## config.mk

```make
export PLATFORM = sky130hd
export DESIGN_NAME = bus_width_downsizer
export DESIGN_NICKNAME = d
export VERILOG_FILES = /design/src/rtl/bus_width_downsizer.sv
export SDC_FILE = /design/constraint.sdc
export NUM_CORES = 1
export LEC_CHECK = 0
export CAP_MARGIN = 20
export CORE_ASPECT_RATIO = 1.75
export CORE_UTILIZATION = 47
export DETAILED_ROUTE_END_ITERATION = 10
export PLACE_DENSITY = 0.92
export SYNTH_ARGS = -nofsm -noshare
export SYNTH_HDL_FRONTEND = slang
export SYNTH_SLANG_ARGS = --single-unit
```

## constraint.sdc

```tcl
create_clock -name clk -period 3.39 [get_ports clk]
set_input_delay 0.339 -clock clk [delete_from_list [all_inputs] [get_ports clk]]
set_output_delay 0.339 -clock clk [all_outputs]
set_load 0.005 [all_outputs]
```

## src/rtl/bus_width_downsizer.sv

```systemverilog
// rtl/bus_width_downsizer.sv - splits each wide valid/ready word into RATIO narrow beats
module bus_width_downsizer #(
  parameter int IN_WIDTH  = 32,
  parameter int OUT_WIDTH = 8,
  parameter bit MSB_FIRST = 1'b0
) (
  input  logic                 clk,
  input  logic                 rst_n,
  input  logic                 valid_i,
  output logic                 ready_o,
  input  logic [IN_WIDTH-1:0]  data_i,
  input  logic                 last_i,
  output logic                 valid_o,
  input  logic                 ready_i,
  output logic [OUT_WIDTH-1:0] data_o,
  output logic                 last_o
);

  localparam int RATIO = IN_WIDTH / OUT_WIDTH;
  localparam int CW    = $clog2(RATIO);
  localparam logic [CW-1:0] LAST_CNT = CW'(RATIO - 1);

  logic [IN_WIDTH-1:0] hold_q, hold_d;
  logic                hold_last_q, hold_last_d;
  logic                hold_valid_q, hold_valid_d;
  logic [CW-1:0]       cnt_q, cnt_d;
  logic [CW-1:0]       slice_idx;
  logic                last_beat, acc_in, acc_out;

  assign last_beat = (cnt_q == LAST_CNT);
  // ready_i feeds ready_o combinationally; the upstream skid stage breaks the loop.
  assign ready_o   = rst_n & (~hold_valid_q | (last_beat & ready_i));
  assign valid_o   = rst_n & hold_valid_q;
  assign last_o    = rst_n & hold_valid_q & hold_last_q & last_beat;
  assign acc_in    = valid_i & ready_o;
  assign acc_out   = valid_o & ready_i;
  assign slice_idx = MSB_FIRST ? (LAST_CNT - cnt_q) : cnt_q;
  assign data_o    = hold_q[int'(slice_idx) * OUT_WIDTH +: OUT_WIDTH];

  always_comb begin
    hold_d       = hold_q;
    hold_last_d  = hold_last_q;
    hold_valid_d = hold_valid_q;
    cnt_d        = cnt_q;
    // A new word wins over retiring the final beat of the previous one.
    if (acc_in) begin
      hold_d       = data_i;
      hold_last_d  = last_i;
      hold_valid_d = 1'b1;
      cnt_d        = '0;
    end else if (acc_out && last_beat) begin
      hold_valid_d = 1'b0;
      cnt_d        = '0;
    end else if (acc_out) begin
      cnt_d        = cnt_q + CW'(1);
    end
  end

  always_ff @(posedge clk) begin
    if (!rst_n) begin
      hold_valid_q <= 1'b0;
      hold_last_q  <= 1'b0;
      cnt_q        <= '0;
    end else begin
      hold_valid_q <= hold_valid_d;
      hold_last_q  <= hold_last_d;
      cnt_q        <= cnt_d;
    end
  end

  // Data path register is deliberately left out of reset.
  always_ff @(posedge clk) begin
    hold_q <= hold_d;
  end

endmodule

```

* After elaboration in Yosys (flattened, before gate mapping)
Cells that the tools add are included.
Widths: inputs -> output; s select.
** Operators by class
- Multiply operators :: 0
- Equality and inequality tests :: 1
- Mux-type cells :: 2
- $add $sub $neg :: 1
- $lt $le $gt $ge :: 0
- Div/mod/pow operators :: 0
- Bitwise gates (word level) :: 10
- Reduce and logical (&&, ||, !) cells :: 3
- Shifts and indexed selects :: 1
** Operator list (count)
- $shiftx 32x6->8 :: 1
- $and 1x1->1 :: 7
- $reduce_or 3->1 :: 1
- $add 2x1->2 const B :: 1
- $eq 2x2->1 const B :: 1
- $mux 1 :: 2
- $not 1->1 :: 2
- $reduce_bool 2->1 :: 1
- $logic_and 1x1->1 :: 1
- $or 1x1->1 :: 1
** Word-level totals
- Bits of input ports :: 37
- ROM bits :: 0
- Latch bits :: 0
- RAM bits :: 0
- Memories kept :: 0
- Bits in registers :: 36

* Depth between registers and ports, before layout
- Word-level depth :: 6
- Depth in mapped cells :: 4
- Mapped depth without buffers :: 4

* Worst setup path before layout
Ideal clock, no wire load.
- Kind :: reg2reg
- From :: register cnt_q[0]
- To :: register hold_q[0] (enable)
- Path buffers :: 0
- Clock period less this slack :: 1.881 ns
- Setup slack :: 1.509 ns
- Required time :: 2.998 ns
- Arrival time :: 1.489 ns
- Setup time :: 0.392 ns
- Cell stages (with the launch flop) :: 4
- Cell sequence :: dfxtp_1 ha_1 a21bo_2 and3_1
** On the way
- Word-level cells in the longest chain between the ends :: 5
** Ends and longest elaborated chain
- start: declaration :: line 26 : logic [CW-1:0] cnt_q, cnt_d;
- start signal: assignment :: line 67 : cnt_q <= cnt_d;
- $eq 2x2->1 :: line 30 : assign last_beat = (cnt_q == LAST_CNT);
- $and 1x1->1 :: line 32 : assign ready_o = rst_n & (~hold_valid_q | (last_beat & ready_i));
- $or 1x1->1 :: line 32
- $and 1x1->1 :: line 32
- $and 1x1->1 :: line 35 : assign acc_in = valid_i & ready_o;
- named net acc_in :: line 28 : logic last_beat, acc_in, acc_out;
- end signal: assignment :: line 73 : hold_q <= hold_d;
- end: declaration :: line 23 : logic [IN_WIDTH-1:0] hold_q, hold_d;
The timed path passes the listed nets, and every way through them passes these cells.
A chain may end at the register's enable or synchronous reset.

* Final worst setup path
- From :: register cnt_q[0]
- To :: output ready_o
** On the way
- Word-level cells in the longest chain between the ends :: 4
** Ends and longest elaborated chain
- $eq 2x2->1 :: line 30
- $and 1x1->1 :: line 32
- $or 1x1->1 :: line 32
- $and 1x1->1 :: line 32
- end: declaration :: line 10 : output logic ready_o,
No other way between the ends.

==> results.sh <==
export IMPL_hold_violations=0
export IMPL_clock_path_buffers=2
export IMPL_yosysSeqAreaShare=0.764
export IMPL_htree_levels=2
export IMPL_p_leak_nw=0.660
export IMPL_dp_cells=139
export IMPL_synthTopCellsByCount="32 x edfxtp_1, 8 x mux4_2, 4 x dfxtp_1"
export IMPL_crit_path_cell_trace="ha_1, a21bo_2, and2_1, clkdlybuf4s50_1"
export IMPL_start_util=0.501
export IMPL_pwr_share_clk=0.317
export IMPL_switching_share=0.191
export IMPL_synth_xor_area_frac=0.00643
export IMPL_crit_type="register to output port"
export IMPL_hp_class="register to register"
export IMPL_tns_ns=0
export IMPL_antenna_found_initial=0
export IMPL_synth_distinct_cells=18
export IMPL_netlist_instances=66
export IMPL_cp_required_ns=3.05
export IMPL_arrival_ns=2.14
export IMPL_r2r_slack_ns=1.29
export IMPL_instances_no_fill=146
export IMPL_ff2ff_path_depth=4
export IMPL_design_area_sq_mm=0.00194
export IMPL_max_slew_margin=0.574
export IMPL_routed_wl_mm=2.63
export IMPL_yosysWarnings=0
export IMPL_finalCritPeriodShare=0.730
export IMPL_cts_made_buffers=5
export IMPL_layout_drive_gt1_share=0.134
export IMPL_antenna_cells_inserted=0
export IMPL_whs_endpoint="cnt_q[1]"
export IMPL_path_delay_family="flip-flops"
export IMPL_r2r_end="hold_q[8]"
export IMPL_worst_slew_pin_slew_ns=0.638
export IMPL_clkSlewWorstSetupHoldPaths_ns=0.06
export IMPL_ios=48
export IMPL_switchingPower_w=0.000165
export IMPL_maxSlewViolCount=0
export IMPL_globalplace_congestion=0.691
export IMPL_core_area_sq_mm=0.00272
export IMPL_post_synth_top_count_cell="edfxtp_1"
export IMPL_postRouteAntennaNets=0
export IMPL_critPathCaptureType="output port"
export IMPL_fin_crit_ns=2.48
export IMPL_fin_ws_ns=0.914
export IMPL_crit_path_start_kind="register"
export IMPL_ys_ff_latch=36
export IMPL_route_vias_total=800
export IMPL_cts_repair_resized=0
export IMPL_synth_top_family_by_area="multiplexers"
export IMPL_route_detailed_drc=0
export IMPL_cap_violations=0
export IMPL_synth_edf_count=32
export IMPL_pre_cts_ws_ns=1.19
export IMPL_syn_area_per_cell_sq_um=20.6
export IMPL_cts_tree="done"
export IMPL_areaGrowthSynthToFinish_pct=42.1
export IMPL_hold_buffers=0
export IMPL_slowest_delay_ns=0.73
export IMPL_power_w=0.000864
export IMPL_netlist_top_cells_area="edfxtp_1 71%, mux4_2 13%, dfxtp_1 5.9%"
export IMPL_row_count=25
export IMPL_path_depth=4
export IMPL_grt_pass1_vias=881
export IMPL_first_pass_iters=4
export IMPL_ys_flop_type="edfxtp_1"
export IMPL_grt_usage=0.189
export IMPL_hold_start="hold_valid_q"
export IMPL_globalRouteOverflowTotal=0
export IMPL_clock_root_buffer="clkbuf_8"
export IMPL_dpl_cell_area_sq_mm=0.00186
export IMPL_die_y_um=73.2
export IMPL_status="finished clean"
export IMPL_synth_compound_area_frac=0.0367
export IMPL_syn_nets=104
export IMPL_yosys_area_share_simple=0.0395
export IMPL_drt_initial_drc_count=29
export IMPL_clkSinkCount=36
export IMPL_synth_top_area_share=0.705
export IMPL_seqPwrFrac=0.590
export IMPL_die_w_um=42.7
export IMPL_dieArea_sq_mm=0.00313
export IMPL_numPortBuffers=47
export IMPL_critPathMaxFanout=10
export IMPL_clk_latency_ns=0.28
export IMPL_post_cts_buffers=0
export IMPL_grt_pass1_wl_mm=4.05
export IMPL_synth_area_mux_share=0.132
export IMPL_setup_viol=0
export IMPL_finalNetCount=157
export IMPL_async_flop_share=0
export IMPL_final_setup_skew_ns=0.00300
export IMPL_intPower_w=0.000699
export IMPL_vias_per_cell=5.48
export IMPL_combPwrFrac=0.094
export IMPL_yosys_area_top_type="edfxtp_1"
export IMPL_max_freq_mhz=404
export IMPL_peakVddDrop_v=0.000355
export IMPL_rsz0062_at_grt="no"
export IMPL_hold_depth=2
export IMPL_grt_max_degree=33
export IMPL_r2r_start="cnt_q[0]"
export IMPL_power_density_mw_per_mm2=446
export IMPL_crit_buf_inv=1
export IMPL_slowest_stage="dfxtp_1"
export IMPL_synth_fa_ha_area_frac=0.00918
export IMPL_netlist_area_sq_mm=0.00136
export IMPL_wl_per_cell_um=18.0
[placed cells by master, fill, tap and decap left out, drive strengths merged]
cell            n
o21a            1
xor2            1
clkbuf          6
o21ai           1
clkinv          1
nor2            2
nand3           2
dfxtp           4
and3            2
a21boi          1
and2            2
a21bo           1
a41o            1
mux4            8
buf             1
nand2           3
a21oi           2
clkdlybuf4s50  47
ha              1
edfxtp         32
[cell families (layout without fill, tap and decap cells)]
| logic type | Yosys count | count (layout) |
|---|---|---|
| xor gates and xnor gates | 1 | 1 |
| adders and majority gates | 1 | 1 |
| buffers and inverters | 2 | 55 |
| AOI/OAI and AO/OA | 7 | 7 |
| and+or+nand+nor | 11 | 11 |
| DFF | 36 | 36 |
| muxes | 8 | 8 |
[through the flow]
stage | util | hold slack [ns]
finish | 0.711 | 0.574
global route | 0.711 | 0.601
CTS | 0.711 | 0.575
detailed placement | 0.683 | 0.560
global placement | 0.683 | 0.518
floorplan | - | 0.438
[cell type report]
| type | count | area, sq um |
|---|---|---|
| well taps | 27 | 33.8 |
| multi-input cells | 28 | 305 |
| clock inverters | 1 | 5.00 |
| clock buffers | 6 | 72.6 |
| fillers | 182 | 786 |
| repair buffers | 48 | 478 |
| flip-flops and latches | 36 | 1040 |
[sequential cells by signal, summed over array words and instances, names as in the netlist]
name and count:
hold_last_q 1, hold_valid_q 1, cnt_q 2, hold_q 32
[tightest hold or removal path: stages, from the launching register on]
cell and delay, ns:
dfxtp_1 0.36, nand3_1 0.10, a21oi_1 0.06
[worst max-delay path by stage]
stage,from,end
after detailed placement,cnt_q[0],ready_o
after floorplan,cnt_q[0],hold_q[0]
after global routing,cnt_q[0],ready_o
after CTS,cnt_q[0],ready_o
after global placement,cnt_q[0],ready_o
final,cnt_q[0],ready_o
[power groups by stage]
| stage | sequential [W] | combinational (W) | clock [W] |
|---|---|---|---|
| final | 0.000509 | 0.0000809 | 0.000274 |
| after floorplan | 0.000516 | 0.0000229 | 0 |
| after global routing | 0.000511 | 0.0000863 | 0.000297 |
| after global placement | 0.000517 | 0.0000771 | 0 |
| after CTS | 0.000510 | 0.0000814 | 0.000283 |
| after detailed placement | 0.000519 | 0.0000810 | 0 |
[metal layers]
metal / GRT usage / up-vias / share of wire / wire length, um
li1: - / 374 / - / -
met3: 0.0545 / 5 / 0.032 / 84
met4: 0.0833 / 0 / 0.019 / 51
met5: 0 / - / 0 / 0
met1: 0.178 / 394 / 0.34 / 893
met2: 0.360 / 27 / 0.61 / 1600
Note: power is estimated with default switching activity, not from simulation.
